**src/rtl/vec_mag_pkg.sv**
```systemverilog
// Shared definitions for the vector-magnitude unit: FSM states and width helpers.
package vec_mag_pkg;

  typedef enum logic [1:0] {
    IDLE = 2'd0,
    SQ   = 2'd1,
    ITER = 2'd2,
    DONE = 2'd3
  } state_t;

  // x^2 + y^2 needs one bit beyond 2W
  function automatic int sum_w(input int w);
    return 2 * w + 1;
  endfunction

  // ceil(sqrt(2) * (2^W - 1)) always fits in W+1 bits
  function automatic int out_w(input int w);
    return w + 1;
  endfunction

  // Root bit index runs W..0
  function automatic int idx_w(input int w);
    return $clog2(w + 1);
  endfunction

endpackage

```
**src/rtl/vec_mag_isqrt.sv**
```systemverilog
// Iterative digit-by-digit square-root core, one result bit per step.
// With VEC_MAG_ROUND_EN defined, res is round-to-nearest instead of floor.
import vec_mag_pkg::*;

module vec_mag_isqrt #(
  parameter int W = 8
) (
  input  logic         clk,
  input  logic         rst_n,
  input  logic         ena,
  input  logic         start,
  input  logic         step,
  input  logic [2*W:0] sum_in,
  output logic         last,
  output logic [W:0]   res
);

  localparam int SUM_W = sum_w(W);
  localparam int OUT_W = out_w(W);
  localparam int SQ_W  = 2 * OUT_W;
  localparam int IW    = idx_w(W);

  logic [SUM_W-1:0] sum;
  logic [OUT_W-1:0] root;
  logic [SQ_W-1:0]  sq;
  logic [IW-1:0]    idx;

  logic [OUT_W-1:0] bit_v, trial, root_nx;
  logic [SQ_W-1:0]  sum_x, trial_sq, sq_nx;
  logic [IW:0]      sh_cross, sh_sq;
  logic             fit;

  // sq tracks root^2, so trial^2 = sq + 2*root*2^idx + 4^idx; root's set bits
  // are all above idx, which keeps this a pure shift/add update.
  always_comb begin
    bit_v    = OUT_W'(1) << idx;
    trial    = root | bit_v;
    sh_cross = {1'b0, idx} + (IW+1)'(1);
    sh_sq    = {idx, 1'b0};
    sum_x    = SQ_W'(sum);
    trial_sq = sq + (SQ_W'(root) << sh_cross) + (SQ_W'(1) << sh_sq);
    fit      = (trial_sq <= sum_x);
    root_nx  = fit ? trial : root;
    sq_nx    = fit ? trial_sq : sq;
  end

  assign last = (idx == '0);

`ifdef VEC_MAG_ROUND_EN
  logic [SQ_W-1:0] rem;
  logic            round_up;
  always_comb begin
    rem      = sum_x - sq_nx;
    round_up = (rem > SQ_W'(root_nx));
    res      = root_nx + OUT_W'(round_up);
  end
`else
  assign res = root_nx;
`endif

  always_ff @(posedge clk or negedge rst_n) begin
    if (!rst_n) begin
      sum  <= '0;
      root <= '0;
      sq   <= '0;
      idx  <= '0;
    end else if (ena) begin
      if (start) begin
        sum  <= sum_in;
        root <= '0;
        sq   <= '0;
        idx  <= IW'(W);
      end else if (step) begin
        root <= root_nx;
        sq   <= sq_nx;
        if (idx != '0) idx <= idx - IW'(1);
      end
    end
  end

endmodule

```
**src/rtl/vec_mag_sqrt.sv**
```systemverilog
// Streaming floor(sqrt(x^2 + y^2)) with valid/ready on both sides.
// Define VEC_MAG_ROUND_EN for a round-to-nearest result.
import vec_mag_pkg::*;

module vec_mag_sqrt #(
  parameter int W = 8
) (
  input  logic         clk,
  input  logic         rst_n,
  input  logic         ena,
  input  logic         in_valid,
  output logic         in_ready,
  input  logic [W-1:0] x,
  input  logic [W-1:0] y,
  output logic         out_valid,
  input  logic         out_ready,
  output logic [W:0]   mag
);

  localparam int SUM_W = sum_w(W);
  localparam int OUT_W = out_w(W);

  state_t           state, state_nxt;
  logic [W-1:0]     xr, yr;
  logic [SUM_W-1:0] sq_sum;
  logic             start, step, last;
  logic [OUT_W-1:0] res;

  assign sq_sum   = SUM_W'(xr) * SUM_W'(xr) + SUM_W'(yr) * SUM_W'(yr);
  assign in_ready = (state == IDLE);

  always_comb begin
    state_nxt = state;
    start     = 1'b0;
    step      = 1'b0;
    case (state)
      IDLE: if (in_valid) state_nxt = SQ;
      SQ: begin
        start     = 1'b1;
        state_nxt = ITER;
      end
      ITER: begin
        step = 1'b1;
        if (last) state_nxt = DONE;
      end
      DONE: if (out_ready) state_nxt = IDLE;
      default: state_nxt = IDLE;
    endcase
  end

  always_ff @(posedge clk or negedge rst_n) begin
    if (!rst_n) state <= IDLE;
    else if (ena) state <= state_nxt;
  end

  // Operands are captured only on the input handshake
  always_ff @(posedge clk or negedge rst_n) begin
    if (!rst_n) begin
      xr <= '0;
      yr <= '0;
    end else if (ena && state == IDLE && in_valid) begin
      xr <= x;
      yr <= y;
    end
  end

  // Result lands on the same edge as the final root bit, so DONE shows it at once
  always_ff @(posedge clk or negedge rst_n) begin
    if (!rst_n) begin
      out_valid <= 1'b0;
      mag       <= '0;
    end else if (ena) begin
      if (state == ITER && last) begin
        out_valid <= 1'b1;
        mag       <= res;
      end else if (state == DONE && out_ready) begin
        out_valid <= 1'b0;
      end
    end
  end

  vec_mag_isqrt #(.W(W)) u_isqrt (
    .clk    (clk),
    .rst_n  (rst_n),
    .ena    (ena),
    .start  (start),
    .step   (step),
    .sum_in (sq_sum),
    .last   (last),
    .res    (res)
  );

endmodule

```
**config.mk**
```make
export PLATFORM = sky130hd
export DESIGN_NAME = vec_mag_sqrt
export DESIGN_NICKNAME = d
export VERILOG_FILES = /design/src/rtl/vec_mag_pkg.sv /design/src/rtl/vec_mag_isqrt.sv /design/src/rtl/vec_mag_sqrt.sv
export SDC_FILE = /design/constraint.sdc
export NUM_CORES = 1
export LEC_CHECK = 0
export BUFFER_PORTS_ARGS = -buffer_cell sky130_fd_sc_hd__clkbuf_2
export CAP_MARGIN = 10
export CORE_ASPECT_RATIO = 1.2
export CORE_MARGIN = 2
export CORE_UTILIZATION = 45
export CTS_BUF_LIST = sky130_fd_sc_hd__clkbuf_4
export CTS_CLUSTER_DIAMETER = 80
export CTS_CLUSTER_SIZE = 24
export DETAILED_ROUTE_END_ITERATION = 8
export PLACE_DENSITY_LB_ADDON = 0.15
export SLEW_MARGIN = 20
export SYNTH_ARGS = -nofsm -noshare
export SYNTH_HDL_FRONTEND = slang
export SYNTH_SLANG_ARGS = --single-unit
```
**constraint.sdc**
```tcl
create_clock -name clk -period 8.5 [get_ports clk]
set_input_delay 0.425 -clock clk [delete_from_list [all_inputs] [get_ports clk]]
set_output_delay 0.425 -clock clk [all_outputs]
set_load 0.03 [all_outputs]
```
# Yosys cells after proc, flatten, opt, wreduce, memory -nomap -nowiden
# Index checks and enable logic that the tools add are counted.
# op_classes
addsub	5
mul	2
magnitude_cmp	1
eq_ne	6
shifts	3
mux	17
bitwise	1
reduce_logical	18
# ops
op	count
$mux W18	3
$add A18 B18 Y18	2
$mul A8 B8 Y16	2
$mux W9	3
$le A18 B17 Y1	1
$shl A1 B5 Y18 const A	1
$shl A9 B5 Y18	1
$add A16 B16 Y17	1
$mux W4	3
$or A9 B9 Y9	1
$shl A1 B4 Y9 const A	1
$pmux W2 S4	1
$reduce_and A2 Y1	4
$reduce_bool A2 Y1	4
$mux W2	3
$ne A2 B2 Y1 const B	3
$reduce_and A3 Y1	2
$add A4 B1 Y5 const B	1
$eq A2 B2 Y1 const B	2
$logic_and A1 B1 Y1	4
$logic_not A4 Y1	1
$mux W1	4
$reduce_and A4 Y1	1
$reduce_bool A4 Y1	1
3 further kinds	3
# word_totals
regBits	76
out_inout_bits	11
elab_cells	62

# Longest topological paths before layout
# depth
ltp_word	8
depth_mapped	30
ltp_nobuf	25

# Cells and area by module
# Synthesis repeated with hierarchy kept, for this count alone.
# unflattened
hier_cells	1012
area_unflattened_um2	9186.3
# modules_own_cells
mod	n_inst	cells_each	area_per_inst_um2	seq_area_each_um2
vec_mag_sqrt	1	466	4722.0	700.7
vec_mag_isqrt	1	546	4464.3	1201.2

# Least setup slack after synthesis
# Ideal clock, no wire load.
# synth_timing
kind	reg2reg
startpoint	register u_isqrt.idx[0]
endpoint	register u_isqrt.sq[9]
t_arrival_ps	6042
required_time_ps	8380
setup_slack_ps	2339
stages_incl_launch_ff	28
path_cell_list	dfrtp_1 > buf_2 > clkinv_1 > ha_1 > buf_6 > mux2_2 > a22oi_1 > nor2_1 > a21oi_1 > nor2_1 > fa_1 > ha_1 > o21a_1 > nor2_1 > a2111oi_0 > nor3_1 > o41ai_1 > a21oi_1 > xnor2_1 > ha_1 > a2111oi_0 > o31a_1 > o2111ai_1 > a21oi_2 > mux2i_4 > buf_6 > a31o_1 > a31o_1
# synth_between
elab_chain_len	7
elab_cells_between_ends	11
cone_classes	3 x add/sub; 1 x order compare; 2 x shift; 3 x mux; 2 x reduce/logical
# synth_lines
element	line_no	rtl
start: declaration	vec_mag_isqrt.sv:26	logic [IW-1:0] idx;
start signal: assignment	vec_mag_isqrt.sv:72	idx <= IW'(W);
start signal: assignment	vec_mag_isqrt.sv:76	if (idx != '0) idx <= idx - IW'(1);
$add A4 B1 Y5	vec_mag_isqrt.sv:38	sh_cross = {1'b0, idx} + (IW+1)'(1);
$shl A9 B5 Y18	vec_mag_isqrt.sv:41	trial_sq = sq + (SQ_W'(root) << sh_cross) + (SQ_W'(1) << sh_sq);
$add A18 B18 Y18	vec_mag_isqrt.sv:41	
$add A18 B18 Y18 *	vec_mag_isqrt.sv:41	
$le A18 B17 Y1 / $mux W18 (equally long branches)	vec_mag_isqrt.sv:42, vec_mag_isqrt.sv:44	
$reduce_bool A2 Y1 (no line) / $mux W18 (equally long branches)	--	
$reduce_and A3 Y1 (no line) / $mux W18 (equally long branches)	--	
end signal: assignment	vec_mag_isqrt.sv:75	sq <= sq_nx;
end: declaration	vec_mag_isqrt.sv:25	logic [SQ_W-1:0] sq;
# Mark *: on every way between the ends. The rest lies on a longest branch, timed or not. The select of a mux whose other input is x is not followed.
# A chain may end at the register's enable or synchronous reset.

# Final worst setup path
# layout_timing
startpoint	register u_isqrt.idx[0]
endpoint	register u_isqrt.sq[2]
# The elaborated chain is that of the path after synthesis.

==> results.ini <==
[outcome]
status = finished clean

[clocking]
clockBufferDepth = 2
clock_sinks = 76
cts_made_buffers = 9
clock-root-buffer = clkbuf_4
clk_latency_ns = 0.49
clkTransAtPathRegs_ns = 0.17
cts_resized = 0
cts_hold_buf = 1
tritoncts = done
post_cts_buffers = 0
htree_levels = 3

[hold_path]
hp-class = in -> reg

[critical_path]
slowest_stage = ha_1
reg2reg_slack_ns = 1.25
endpoint = u_isqrt.sq[2]$_DFFE_PN0P_
critPathMaxStageDelay_ns = 0.78
crit_path_start_kind = register
reg2reg_from = u_isqrt.idx[0]$_DFFE_PN0P_
cp-startpoint = u_isqrt.idx[0]$_DFFE_PN0P_
cp_max_fo = 21
critPathKind = reg -> reg
end_kind = register
timing.rr.end = u_isqrt.sq[2]$_DFFE_PN0P_
rr_worst_depth = 25
required_ns = 8.90
arrival_ns = 7.65

[logic_synthesis]
ys_warn_count = 0
ys_seq_area_frac = 0.216
synth.top_cell.area_share = 0.216
synth-edff-count = 0
synthTopCellsByCount = inv_1, ha_1, fa_1, nand2_1, dfrtp_1
syn_nets = 1168
synth_area_leaders = dfrtp_1, fa_1, ha_1
ys_seq_elements = 76
syn_avg_cell_area_um2 = 9.27
ys.flop_type = dfrtp_1
synth.largest_area_cell = dfrtp_1
synthCells = 952
yosysMostFrequentCell = inv_1
netlist_area_mm2 = 0.00882
async_flop_share = 1.00
synth_cell_types = 65

[detailed_routing]
vias = 6364
ant_nets = 0
first_pass_iters = 5
drc = 0
viasPerCell = 5.16
wirelength_mm = 19.0
detail_route.wl_per_cell_um = 15.4
drt-initial-drc-count = 266

[global_routing]
grtUsageMet3 = 0.0258
grt_start_max_net_pins = 59
grt_usage = 0.195
grtUsageMet2 = 0.358
grt_pass1_vias = 6434
grt_util_met1 = 0.235
grt.busiest_layer = met2
grt_pass1_wl_mm = 32.0
grt_remaining_overflow = 0
grt_antenna_before_repair = 1

[floorplanning]
initial_core_util = 0.455
core-area_mm2 = 0.0194
die_x_um = 132
io_pins = 32
die-height_um = 157
dieArea_mm2 = 0.0207
rows = 56

[sta]
hold_viol_final = 0
finClkSkew_ns = 0.0380
tightest_slew_ns = 0.915
finalSetupTns_ns = 0
max_slew_margin = 0.388
slew_viol_final = 0
fmax_mhz = 138
setup-violations-final = 0
rsz0062_at_grt = false
fin_crit_ns = 7.25
min_period_over_period = 0.853

[final_layout]
layout.nets = 1183
syn_to_final_growth_pct = 5.83
drive_gt1_frac = 0.0967

[place]
dpl.hpwl_mm = 15.7
place.gp.congestion = 0.897
port_buffers = 31

[flow_run]
maxCapViolations = 0

[cells in the final DEF, fill, tap and decap left out, types with 4 or more instances in the layout]
master,instances
and3_1,6
nand2b_1,10
o31ai_1,4
o21ai_0,36
and2_1,51
o21ai_1,10
a21oi_1,46
xor2_1,14
dfrtp_1,76
nor2_1,44
a211oi_1,4
a21o_1,13
nor2b_1,7
clkbuf_2,30
inv_1,159
a22o_1,8
nor3_1,13
clkbuf_4,9
fa_1,86
mux2_2,28
mux2i_1,10
ha_1,109
nand2_1,78
buf_4,6
xnor2_1,21
nand3_1,14
o41ai_1,4
a31oi_1,16
[critical path, delay by kind of cell, from the launching register on]
| family | cells | cell delay, ns |
|---|---|---|
| compound gates | 11 | 2.93 |
| xor+xnor | 1 | 0.16 |
| fa+ha+maj | 4 | 1.78 |
| buf+inv | 2 | 0.53 |
| flops | 1 | 0.36 |
| mux | 2 | 0.62 |
| simple gates | 5 | 0.79 |
[sequential cells by signal, summed over array words and instances, names as in the netlist]
register and cells:
yr 8, u_isqrt.root 9, u_isqrt.idx 4, u_isqrt.sum 17, u_isqrt.sq 18, state 2
out_valid 1, xr 8, mag 9
[cells by family after synthesis]
kind of cell	Yosys count	share of synthesized area
compound gates	170	0.123
xor+xnor	35	0.0347
fa+ha+maj	195	0.350
buf+inv	193	0.0854
flops	76	0.216
mux	43	0.0573
simple gates	240	0.135
[metal layers]
metal | vias up | wire, um
met1 | 3062 | 8170
met2 | 97 | 9870
met5 | - | 0
li1 | 3179 | -
met3 | 26 | 467
met4 | 0 | 538
[metrics by stage]
stage                     std cells  worst slack, ns  cell area [um2]   util  hold WS [ns]
after floorplan                 952             2.34             8820      -         0.129
after global placement         1216             1.31             9190  0.474         0.331
after detailed placement       1216             1.31             9190  0.474         0.330
after CTS                      1233             1.26             9340  0.481         0.130
after global routing           1234            0.449             9340  0.481         0.128
final                          1234             1.25             9340  0.481         0.161
[cell type report]
cell class	instances	area (um2)
Clock inverter	7	65.1
Fill cell	1915	10100
Tap cell	261	327
Clock buffer	9	67.6
Antenna cell	1	2.50
Sequential cell	76	1900
Inverter	160	601
Timing Repair Buffer	37	205
Multi-Input combinational cell	683	6170
[worst min-delay path by stage]
stage | start | end | slack [ns] | cells past startpoint
finish | y[2] | yr[2]$_DFFE_PN0P_ | 0.16 | 2
global route | y[0] | yr[0]$_DFFE_PN0P_ | 0.13 | 2
CTS | y[2] | yr[2]$_DFFE_PN0P_ | 0.13 | 2
detailed placement | rst_n | u_isqrt.sq[17]$_DFFE_PN0P_ | 0.33 | 1
global placement | rst_n | u_isqrt.sq[17]$_DFFE_PN0P_ | 0.33 | 1
floorplan | rst_n | mag[0]$_DFFE_PN0P_ | 0.13 | 0
Power is not shown: default switching activity piles up to over one toggle a cycle in this logic, so the estimate is an artifact.
